File: config.mk
export PLATFORM = sky130hd
export DESIGN_NAME = bin_to_bcd_seq
export DESIGN_NICKNAME = d
export VERILOG_FILES = /design/src/rtl/bcd_pkg.sv /design/src/rtl/dabble_adjust.sv /design/src/rtl/bin_to_bcd_seq.sv
export SDC_FILE = /design/constraint.sdc
export NUM_CORES = 1
export LEC_CHECK = 0
export BUFFER_PORTS_ARGS = -buffer_cell sky130_fd_sc_hd__buf_4
export CORE_MARGIN = 1
export CORE_UTILIZATION = 39
export CTS_CLUSTER_DIAMETER = 120
export CTS_CLUSTER_SIZE = 14
export DETAILED_ROUTE_END_ITERATION = 10
export PLACE_DENSITY = 0.61
export SYNTH_ARGS = -nofsm -noshare
export SYNTH_HDL_FRONTEND = slang
export SYNTH_HIERARCHICAL = 1
export SYNTH_SLANG_ARGS = --single-unit
File: constraint.sdc
create_clock -name clk -period 1.8 [get_ports clk]
set_input_delay 0.36 -clock clk [delete_from_list [all_inputs] [get_ports clk]]
set_output_delay 0.36 -clock clk [all_outputs]
set_load 0.01 [all_outputs]
File: src/rtl/bcd_pkg.sv
// Shared definitions for the sequential binary-to-BCD converter.
//   N_DIG_DEF : default number of BCD digits produced
//   DIGIT_W   : width of one BCD digit
//   MAX_VAL   : largest binary value representable in N_DIG_DEF digits
//   SAT_DIGIT : digit value used to fill a saturated result
//   b2b_state_t : converter FSM states
package bcd_pkg;

  localparam int           N_DIG_DEF = 8;
  localparam int           DIGIT_W   = 4;
  localparam logic [31:0]  MAX_VAL   = 32'd99_999_999;
  localparam logic [3:0]   SAT_DIGIT = 4'h9;

  typedef enum logic [1:0] {
    IDLE,
    SHIFT,
    DONE
  } b2b_state_t;

endpackage

File: src/rtl/dabble_adjust.sv
// One digit of the double-dabble correction step: a BCD digit of 5 or more
// gets 3 added so that the following left shift carries correctly into the
// next decimal digit.
//   d : scratch digit before the shift
//   q : corrected digit
module dabble_adjust
  import bcd_pkg::*;
(
  input  logic [DIGIT_W-1:0] d,
  output logic [DIGIT_W-1:0] q
);

  assign q = (d >= 4'd5) ? d + 4'd3 : d;

endmodule

File: src/rtl/bin_to_bcd_seq.sv
// Sequential binary-to-BCD converter (shift-add-3), one input bit per clock.
// A conversion takes N_BIN shift cycles plus one cycle to publish the result.
// Inputs above 10^N_DIG-1 saturate to all nines and raise overflow.
//   clk      : system clock, rising edge
//   reset_n  : asynchronous active-low reset
//   bin      : binary operand, sampled when start is accepted
//   start    : conversion request, accepted only while idle
//   bcd      : packed BCD result, units digit in [3:0], held until next done
//   busy     : conversion in progress (state other than IDLE)
//   done     : one-cycle pulse marking the first cycle of a new result
//   overflow : result was saturated, held alongside bcd
module bin_to_bcd_seq
  import bcd_pkg::*;
#(
  parameter int N_BIN = 32,
  parameter int N_DIG = N_DIG_DEF
) (
  input  logic                     clk,
  input  logic                     reset_n,
  input  logic [N_BIN-1:0]         bin,
  input  logic                     start,
  output logic [DIGIT_W*N_DIG-1:0] bcd,
  output logic                     busy,
  output logic                     done,
  output logic                     overflow
);

  localparam int BCD_W  = DIGIT_W * N_DIG;
  localparam int ITER_W = $clog2(N_BIN);
  localparam logic [N_BIN-1:0] LIMIT = N_BIN'(MAX_VAL);

  b2b_state_t        state, next_state;
  logic [N_BIN-1:0]  shift_reg;
  logic [BCD_W-1:0]  scratch;
  logic [BCD_W-1:0]  adjusted;
  logic [ITER_W-1:0] iter;
  logic              ovf_pend;

  // Per-digit correction applied to the scratch word before every shift.
  for (genvar g = 0; g < N_DIG; g++) begin : g_adj
    dabble_adjust u_adj (
      .d (scratch [g*DIGIT_W +: DIGIT_W]),
      .q (adjusted[g*DIGIT_W +: DIGIT_W])
    );
  end

  assign busy = (state != IDLE);

  // NOTE: sequential state uses non-blocking assignments so every register
  // samples the pre-edge values, independent of statement order.
  always_ff @(posedge clk or negedge reset_n) begin
    if (!reset_n) state <= IDLE;
    else          state <= next_state;
  end

  always_comb begin
    // NOTE: default assigned first so no path leaves next_state unassigned,
    // which would otherwise infer a latch.
    next_state = state;
    unique case (state)
      IDLE:    if (start) next_state = SHIFT;
      SHIFT:   if (iter == '0) next_state = DONE;
      DONE:    next_state = IDLE;
      default: next_state = IDLE;
    endcase
  end

  // NOTE: the scratch/shift registers are reset too, so an abandoned
  // conversion leaves no stale partial result behind.
  always_ff @(posedge clk or negedge reset_n) begin
    if (!reset_n) begin
      shift_reg <= '0;
      scratch   <= '0;
      iter      <= '0;
      ovf_pend  <= 1'b0;
      bcd       <= '0;
      overflow  <= 1'b0;
      done      <= 1'b0;
    end else begin
      done <= 1'b0;
      unique case (state)
        IDLE: begin
          if (start) begin
            shift_reg <= bin;
            scratch   <= '0;
            iter      <= ITER_W'(N_BIN - 1);
            ovf_pend  <= (bin > LIMIT);
          end
        end
        SHIFT: begin
          // Bits leaving the top digit only occur for overflow inputs,
          // whose result is replaced by the saturation pattern anyway.
          scratch   <= {adjusted[BCD_W-2:0], shift_reg[N_BIN-1]};
          shift_reg <= {shift_reg[N_BIN-2:0], 1'b0};
          if (iter != '0) iter <= iter - ITER_W'(1);
        end
        DONE: begin
          bcd      <= ovf_pend ? {N_DIG{SAT_DIGIT}} : scratch;
          overflow <= ovf_pend;
          done     <= 1'b1;
        end
        default: ;
      endcase
    end
  end

endmodule

==> results.tsv, run 1 <==
stage	metric	value	unit
critical_path	crit_path_start_kind	register	
critical_path	rr_worst_depth	4	
timing	setup_viol	0	
finish	final_cell_mix	dfrtp_1 (106), nand2_1 (100), buf_4 (76)	
worst_hold_path	min_path_cells	2	
finish	final_common_cell	dfrtp_1	
synth	syn_nets	583	
floorplanning	die_area	0.01382	mm2
critical_path	path_class	register to primary output	
synth	yosysWarnings	6	
timing	timing_max_transition_violations_final	0	
critical_path	required	1.44	ns
worst_hold_path	min_from	bin[0]	
floorplanning	die_w	117.5	um
synth	syn_area_per_cell	9.805	um2
timing	maxSlewHeadroom	0.6808	
routing	drtIter0Drc	229	
routing	first_pass_iters	4	
place	portBuffers	69	
grt	grt_max_degree	59	
finish	design_area	0.006327	mm2
floorplanning	core_area	0.01282	mm2
timing	hold_viol	0	
timing	max_freq	591.0	MHz
critical_path	crit_arrival	1.33	ns
clocking	cts_buffers	9	
finish	layout.nets	649	
critical_path	rr_startpoint	state[1]	
clocking	post_cts_resized	0	
finish	stdcell_count	773	
run	cap_violations	0	
grt	grt_overflow	0	
clocking	clock-sinks	106	
timing	rsz0062_at_grt	no	
routing	vias	3856	
floorplanning	ioPinCount	70	
critical_path	end_kind	primary output	
floorplanning	num_rows	41	
grt	grt.total_usage	0.1676	
routing	drt-total-wl	10550	um
power	powerDensity	1798	mW/mm2
place	place_area	0.006015	mm2
routing	wire_per_inst	13.65	um
timing	skew	0.008850	ns
clocking	cts-root-buf	clkbuf_16	
critical_path	crit-reg2reg-capture	ovf_pend	
synth	synthesis.area	0.005206	mm2
timing	post-route-period-util	0.9401	
power	max-vdd-ir-drop	0.6857	mV
clocking	tritoncts	yes	
critical_path	r2r_slack	0.18	ns
clocking	clkLatencyLatePin	0.36	ns
power	leakagePower	3.096	nW
floorplanning	start_util	0.4060	
timing	fin_crit	1.692	ns
place	dp_cells	757	
clocking	cts_max_level	3	
worst_hold_path	holdPathEnd	shift_reg[0]	
finish	drive_above_1_share	0.1880	
synth	syn_inst	531	
grt	first_global_vias	3826	
grt	grt_first_pass_wirelength	18550	um
floorplanning	fp.dieH	117.5	um
place	hpwlAfterDp	7336	um
status	status	finished, final reports clean	
clocking	cts_max_path_buffers	2	
finish	antenna_cells	0	
timing	setup_tns	0	ns
grt	grt_antenna_before_repair	0	
routing	drt.antenna.violating_nets	0	
worst_hold_path	hp-class	input port to register	
finish	syn_to_final_growth	21.53	%
place	gp_congestion	0.7558	
timing	tightestPinTransition	0.4788	ns
clocking	path_clk_slew	0.07	ns
routing	viasPerCell	4.988	
routing	drc	0	
critical_path	worstPathMaxFanout	6	
## final cells by class
cell class              count  area, um2
repair buffers             83      700.7
well taps                 172      215.2
clock buffers              10      239.0
fillers                  1198       6497
flip-flops and latches    106       2653
clock inverters             5      63.81
inverters                  19      71.32
multi-input cells         378       2385
## layer usage
layer / track usage / share of wire / vias to the layer above
li1: - / - / 1952
met1: 0.2100 / 0.46 / 1814
met2: 0.2714 / 0.48 / 78
met3: 0.04893 / 0.049 / 12
met4: 0.06651 / 0.016 / 0
met5: 0 / 0 / -
## report_power, final
part / internal, W / total (W) / switching (W)
sequential: 0.00337 / 0.00421 / 0.000836
combinational: 0.00262 / 0.00514 / 0.00252
clock: 0.00112 / 0.00203 / 0.000908
total: 0.00711 / 0.0114 / 0.00427
## worst max-delay path by stage
stage / end / slack, ns / from / depth (start not counted)
floorplan: ovf_pend / 0.23 / bin[28] / 4
global placement: ovf_pend / 0.04 / bin[28] / 5
detailed placement: ovf_pend / 0.04 / bin[28] / 5
CTS: busy / 0.09 / state[1] / 3
global route: busy / 0.06 / state[1] / 3
finish: busy / 0.11 / state[1] / 3
## critical path: stages, from the launching register on
cell	delay, ns
dfrtp_1	0.38
buf_4	0.16
or2_2	0.29
buf_4	0.14
## what timing repair did
action / CTS / global route
hold endpoints to repair: 7 / 0
buffers inserted: 0 / 0
hold buffers: 1 / 0
endpoints found under the setup margin: 0 / 0
## stage by stage
| step | total power [W] | utilization | hold slack (ns) | setup WS, ns |
|---|---|---|---|---|
| after floorplan | 0.007941 | - | 0.06441 | 0.2301 |
| after global placement | 0.009209 | 0.4690 | 0.3790 | 0.03994 |
| after CTS | 0.01154 | 0.4934 | 0.2170 | 0.08663 |
| after detailed placement | 0.009462 | 0.4690 | 0.3812 | 0.03811 |
| final | 0.01138 | 0.4934 | 0.2330 | 0.1078 |
| after global routing | 0.01237 | 0.4934 | 0.2229 | 0.06094 |
Power figures use the tool's default switching activity.
==> inputs of run 2 (changes only) <==
Settings changed: CORE_ASPECT_RATIO set to 0.8.
Clock period 1.8 ns to 1.6 ns, I/O delays scaled along.
==> run 2 against run 1 <==
  * Sequential power grew 13%
  * Critical path depth did not move
  * Final cell count up 2.3%
  * Flip-flop and latch count stayed put
  * Power is 15% higher
  * Wire length rose by 3.6%
  * Via count up 1.8%
  * Global-route usage increased by 0.25 points
  * Hold slack worse by 0.025 ns
  * Clock power is 14% higher
  * Clock-buffer cell count increased by 3
  * Core utilization is 1.0 points higher
  * Largest power group unchanged
==> results.tsv, run 2 (synthesis gave the netlist of run 1 again) <==
stage	metric	value	unit	change
routing	drc	0		unchanged
power	powerDensity	2014	mW/mm2	was 1798 mW/mm2
place	portBuffers	69		unchanged
worst_hold_path	hp-class	input port to register		unchanged
timing	maxSlewHeadroom	0.7188		was 0.6808
timing	fin_crit	1.540	ns	
clocking	cts_max_path_buffers	2		unchanged
timing	timing_max_transition_violations_final	0		unchanged
power	totalPowerFinal	0.01310	W	was 0.01138 W
finish	stdcell_count	791		was 773
timing	post-route-period-util	0.9625		
critical_path	cp_common_cell	buf_6		was buf_4
critical_path	rr_worst_depth	5		was 4
finish	syn_to_final_growth	24.97	%	was 21.53%
routing	first_pass_iters	4		unchanged
worst_hold_path	holdPathEnd	shift_reg[0]		unchanged
routing	viasPerCell	4.963		was 4.988
floorplanning	fp.dieH	105.3	um	was 117.5 um
critical_path	crit_arrival	1.22	ns	was 1.33 ns
timing	setup_viol	0		unchanged
grt	grt_first_pass_wirelength	18860	um	was 18550 um
finish	final_common_cell	dfrtp_1		unchanged
routing	wire_per_inst	13.82	um	was 13.65 um
critical_path	worstPathMaxFanout	2		was 6
power	clkPwrFrac	0.176		was 0.178
place	place_ws	-0.1605	ns	was 0.03811 ns
critical_path	crit_path_start_kind	register		unchanged
timing	max_freq	649.3	MHz	
clocking	path_clk_slew	0.07	ns	about the same
critical_path	startpoint	state[1]		unchanged
clocking	cts_max_level	3		unchanged
critical_path	crit-reg2reg-capture	scratch[10]		was ovf_pend
routing	drtIter0Drc	173		was 229
power	combinationalPowerShare	0.462		was 0.452
run	cap_violations	0		unchanged
timing	setup_tns	0	ns	unchanged
finish	design_area	0.006506	mm2	was 0.006327 mm2
critical_path	r2r_slack	0.08	ns	was 0.18 ns
floorplanning	start_util	0.4031		was 0.4060
critical_path	path_cells	buf_6 -> or2_4 -> buf_6		was buf_4 -> or2_2 -> buf_4
routing	vias	3926		was 3856
power	power_frac_seq	0.362		was 0.370
status	status	finished, final reports clean		unchanged
critical_path	worst_path_dominant_cell_family	flip-flops		unchanged
clocking	cts-root-buf	clkbuf_16		unchanged
timing	hold_viol	0		unchanged
power	leakagePower	3.177	nW	was 3.096 nW
worst_hold_path	min_from	bin[0]		unchanged
grt	grt.total_usage	0.1701		was 0.1676
grt	first_global_vias	3860		was 3826
timing	tightestPinTransition	0.4219	ns	was 0.4788 ns
clocking	cts_buffers	9		unchanged
critical_path	rr_startpoint	scratch[8]		was state[1]
place	place_area	0.006078	mm2	was 0.006015 mm2
finish	final_cell_mix	dfrtp_1 (106), nand2_1 (100), buf_4 (85)		was dfrtp_1 (106), nand2_1 (100), buf_4 (76)
routing	drt.antenna.violating_nets	0		unchanged
finish	layout.nets	663		was 649
critical_path	worst-path-buf-inv	2		unchanged
critical_path	required	1.28	ns	was 1.44 ns
floorplanning	die_area	0.01382	mm2	about the same
timing	worst_slack	0.05999	ns	was 0.1078 ns
clocking	clock-sinks	106		unchanged
place	dp_cells	768		was 757
critical_path	cpPeakStageDelay	0.39	ns	was 0.38 ns
floorplanning	ioPinCount	70		unchanged
power	p_sw_frac	0.3700		was 0.3751
floorplanning	num_rows	37		was 41
floorplanning	die_w	131.2	um	was 117.5 um
clocking	tritoncts	yes		unchanged
grt	grt_max_degree	68		was 59
power	switchingPower	0.004848	W	was 0.004267 W
floorplanning	core_area	0.01292	mm2	was 0.01282 mm2
grt	grt_antenna_before_repair	0		unchanged
power	p_int	0.008255	W	was 0.007109 W
critical_path	path_class	register to primary output		unchanged
finish	filler_cell_count	1173		was 1198
grt	grt_overflow	0		unchanged
finish	antenna_cells	0		unchanged
worst_hold_path	min_path_cells	2		unchanged
place	gp_congestion	0.8132		was 0.7558
place	hpwlAfterDp	7626	um	was 7336 um
routing	drt-total-wl	10930	um	was 10550 um
finish	drive_above_1_share	0.2110		was 0.1880
critical_path	slowest_stage	dfrtp_1		unchanged
finish	seq_area	0.002653	mm2	unchanged
finish	multi_input_area	0.002414	mm2	was 0.002385 mm2
timing	skew	0.007357	ns	was 0.008850 ns
critical_path	end_kind	primary output		unchanged
power	max-vdd-ir-drop	0.6962	mV	was 0.6857 mV
clocking	clkLatencyLatePin	0.35	ns	was 0.36 ns
-- run 2: worst register-to-register path: stages (launching register included) --
cell and delay [ns]:
dfrtp_1 0.46, ha_1 0.24, nand2b_1 0.18, a21oi_2 0.22
mux2i_1 0.23, a22o_1 0.15
-- run 2: worst max-delay path by stage --
stage	end	slack, ns	depth (start not counted)
5_1_grt	shift_reg[7]	-0.003	6
6_report	busy	0.06	3
2_1_floorplan	ovf_pend	0.06	4
4_1_cts	iter[0]	0.001	6
3_5_place_dp	ovf_pend	-0.16	5
3_3_place_gp	ovf_pend	-0.11	5
-- run 2: metrics by stage --
stage            util  hold WS, ns
4_1_cts        0.4992       0.1947
2_1_floorplan       -      0.02441
3_3_place_gp   0.4706       0.2785
3_5_place_dp   0.4706       0.2857
6_report       0.5037       0.2075
5_1_grt        0.5037       0.2198
-- run 2: power groups by stage --
stage / clock network, W / logic (W) / registers, W
6_report: 0.00231 / 0.00605 / 0.00474
2_1_floorplan: 0 / 0.00429 / 0.00465
3_3_place_gp: 0 / 0.00567 / 0.00473
4_1_cts: 0.00239 / 0.00598 / 0.00474
3_5_place_dp: 0 / 0.00590 / 0.00478
5_1_grt: 0.00248 / 0.00679 / 0.00492
-- run 2: layout make-up --
class | count | area share
Clock buffer | 13 | 0.04154
Clock inverter | 3 | 0.007115
Inverter | 19 | 0.01096
Multi-Input combinational cell | 378 | 0.3710
Sequential cell | 106 | 0.4077
Tap cell | 175 | 0.03365
Timing Repair Buffer | 97 | 0.1281
-- run 2: repair_timing --
item,CTS,global route
hold buffers,1,0
endpoints found under the hold margin,25,0
buffers inserted,1,5
setup endpoints to repair,2,24
pin swaps,0,1
resized for setup,6,3
-- run 2: layer usage --
metal / up-vias / part of all wire / GRT usage / wire, um
li1: 1979 / - / - / -
met3: 11 / 0.051 / 0.03704 / 559
met4: 0 / 0.013 / 0.05378 / 146
met5: - / 0 / 0 / 0
met2: 93 / 0.43 / 0.2599 / 4711
met1: 1843 / 0.50 / 0.2399 / 5514
==> inputs of run 3 (changes only) <==
Settings changed: CELL_PAD_IN_SITES_DETAIL_PLACEMENT set to 0, CELL_PAD_IN_SITES_GLOBAL_PLACEMENT set to 2, CORE_UTILIZATION 39 to 36, PLACE_DENSITY 0.61 to 0.82.
==> run 3 against run 2 <==
  * Clock-buffer cell count is 1 lower
  * Clock skew rose by 0.0024 ns
  * Combinational power increased by 2%
  * Largest cell class unchanged
  * Largest power group unchanged
  * Highest routed layer unchanged
==> results.tsv, run 3 (synthesis gave the netlist of run 1 again) <==
stage	metric	value	unit	change
status	status	finished, final reports clean		unchanged
worst_hold_path	hp-class	input port to register		unchanged
finish	syn_to_final_growth	26.08	%	was 24.97%
clocking	tritoncts	yes		unchanged
critical_path	crit_cells	3		unchanged
routing	wire_per_inst	13.97	um	was 13.82 um
power	max-vdd-ir-drop	0.8788	mV	was 0.6962 mV
finish	final_cell_mix	dfrtp_1 (105), nand2_1 (100), buf_4 (97)		was dfrtp_1 (106), nand2_1 (100), buf_4 (85)
grt	grt_first_pass_wirelength	18950	um	was 18860 um
critical_path	worst-path-buf-inv	2		unchanged
floorplanning	fp.dieH	109.6	um	was 105.3 um
finish	filler_cell_count	1304		was 1173
routing	drt.antenna.violating_nets	0		unchanged
critical_path	worst_path_dominant_cell_family	flip-flops		unchanged
timing	fin_crit	1.554	ns	was 1.540 ns
grt	grt_overflow	0		unchanged
timing	setup_viol	0		unchanged
floorplanning	die_w	136.5	um	was 131.2 um
place	place_ws	-0.1615	ns	was -0.1605 ns
timing	timing_max_transition_violations_final	0		unchanged
finish	stdcell_count	807		was 791
place	portBuffers	69		unchanged
clocking	cts_max_level	3		unchanged
critical_path	path_class	register to primary output		unchanged
power	totalPowerFinal	0.01317	W	was 0.01310 W
grt	grt_antenna_before_repair	0		unchanged
run	cap_violations	0		unchanged
clocking	clock-sinks	106		unchanged
grt	grt_max_degree	43		was 68
clocking	cts_max_path_buffers	2		unchanged
routing	vias	3942		was 3926
timing	skew	0.009726	ns	was 0.007357 ns
critical_path	slowest_stage	dfrtp_1		unchanged
place	hpwlAfterDp	7815	um	was 7626 um
critical_path	rr_startpoint	state[1]		was scratch[8]
grt	use_met3	0.05440		was 0.03704
worst_hold_path	min_path_cells	2		unchanged
floorplanning	core_area	0.01384	mm2	was 0.01292 mm2
grt	first_global_vias	3897		was 3860
critical_path	crit_path_start_kind	register		unchanged
floorplanning	ioPinCount	70		unchanged
timing	rsz0062_at_grt	yes		
routing	first_pass_iters	4		unchanged
floorplanning	die_area	0.01495	mm2	was 0.01382 mm2
finish	drive_above_1_share	0.2281		was 0.2110
critical_path	path_cells	buf_6 -> or2_4 -> buf_6		unchanged
critical_path	startpoint	state[1]		unchanged
timing	worst_slack	0.04563	ns	was 0.05999 ns
critical_path	required	1.28	ns	about the same
clocking	cts_buffers	9		unchanged
critical_path	cp_common_cell	buf_6		unchanged
routing	drtIter0Drc	187		was 173
critical_path	rr_worst_depth	4		was 5
critical_path	crit_arrival	1.23	ns	was 1.22 ns
power	powerDensity	2007	mW/mm2	was 2014 mW/mm2
clocking	cts-root-buf	clkbuf_16		unchanged
critical_path	cpPeakStageDelay	0.40	ns	was 0.39 ns
floorplanning	num_rows	38		was 37
timing	setup_tns	0	ns	unchanged
timing	hold_slack	0.2049	ns	was 0.2075 ns
critical_path	end_kind	primary output		unchanged
grt	met1_usage	0.2172		was 0.2399
routing	viasPerCell	4.885		was 4.963
finish	layout.nets	674		was 663
finish	final_common_cell	dfrtp_1		unchanged
power	leakagePower	3.215	nW	was 3.177 nW
timing	post-route-period-util	0.9715		was 0.9625
floorplanning	start_util	0.3763		was 0.4031
grt	met2_usage	0.2618		was 0.2599
grt	top_usage_layer	met2		unchanged
critical_path	worstPathMaxFanout	3		was 2
finish	antenna_cells	0		unchanged
worst_hold_path	min_from	bin[0]		unchanged
clocking	path_clk_slew	0.07	ns	about the same
clocking	clkLatencyLatePin	0.35	ns	about the same
place	gp_congestion	0.7260		was 0.8132
timing	hold_viol	0		unchanged
place	dp_cells	780		was 768
timing	maxSlewHeadroom	0.7046		was 0.7188
timing	max_freq	643.3	MHz	was 649.3 MHz
timing	tightestPinTransition	0.4431	ns	was 0.4219 ns
grt	grt.total_usage	0.1647		was 0.1701
routing	drt-total-wl	11270	um	was 10930 um
routing	drc	0		unchanged
run 3: changes by cell type in the layout (fill, tap and decap cells not counted), sizes merged:
cell      delta
clkbuf       -1
buf         +11
clkinvlp     +1
run 3: what timing repair did:
action / 4_1_cts / 5_1_grt
gates resized for setup: 4 / 6
hold buffers: 1 / 0
buffers inserted: 4 / 6
endpoints found under the setup margin: 1 / 35
hold endpoints to repair: 26 / 0
pin swaps: 0 / 1
run 3: worst paths after layout:
path / end / slack (ns)
max: busy / 0.05
min: shift_reg[0] / 0.20
max reg2reg: ovf_pend / 0.08
min reg2reg: bcd[13] / 0.49
max in group asynchronous: scratch[8] / 0.63
min in group asynchronous: scratch[16] / 0.45
run 3: worst register-to-register path, cell delays in order (launching register included):
cell and delay, ns:
dfrtp_1 0.40, or3b_4 0.42, a2111oi_2 0.35, o31a_1 0.19, a21oi_1 0.06
run 3: cell type report:
type                    instances  area [um2]  share of cell area
repair buffers                108       903.4              0.1376
clock inverters                 4       50.05            0.007625
inverters                      19       71.32             0.01087
clock buffers                  12       256.5             0.03908
well taps                     180       225.2             0.03431
flip-flops and latches        106        2654              0.4043
multi-input cells             378        2404              0.3662
run 3: report_power, final:
part           leakage (nW)  internal, W  switching (W)  total [W]
sequential             1.36      0.00380       0.000906    0.00470
clock                 0.145      0.00130        0.00100    0.00230
combinational          1.71      0.00321        0.00296    0.00617
run 3: per-layer routing:
layer	share of wire	routed length, um
met5	0	0
met3	0.050	567
met1	0.50	5595
met4	0.0070	79
met2	0.45	5031
run 3: through the flow:
step           utilization  instance area [um2]
2_1_floorplan            -                 5206
4_1_cts             0.4696                 6497
3_5_place_dp        0.4436                 6137
3_3_place_gp        0.4436                 6137
5_1_grt             0.4744                 6564
6_report            0.4744                 6564
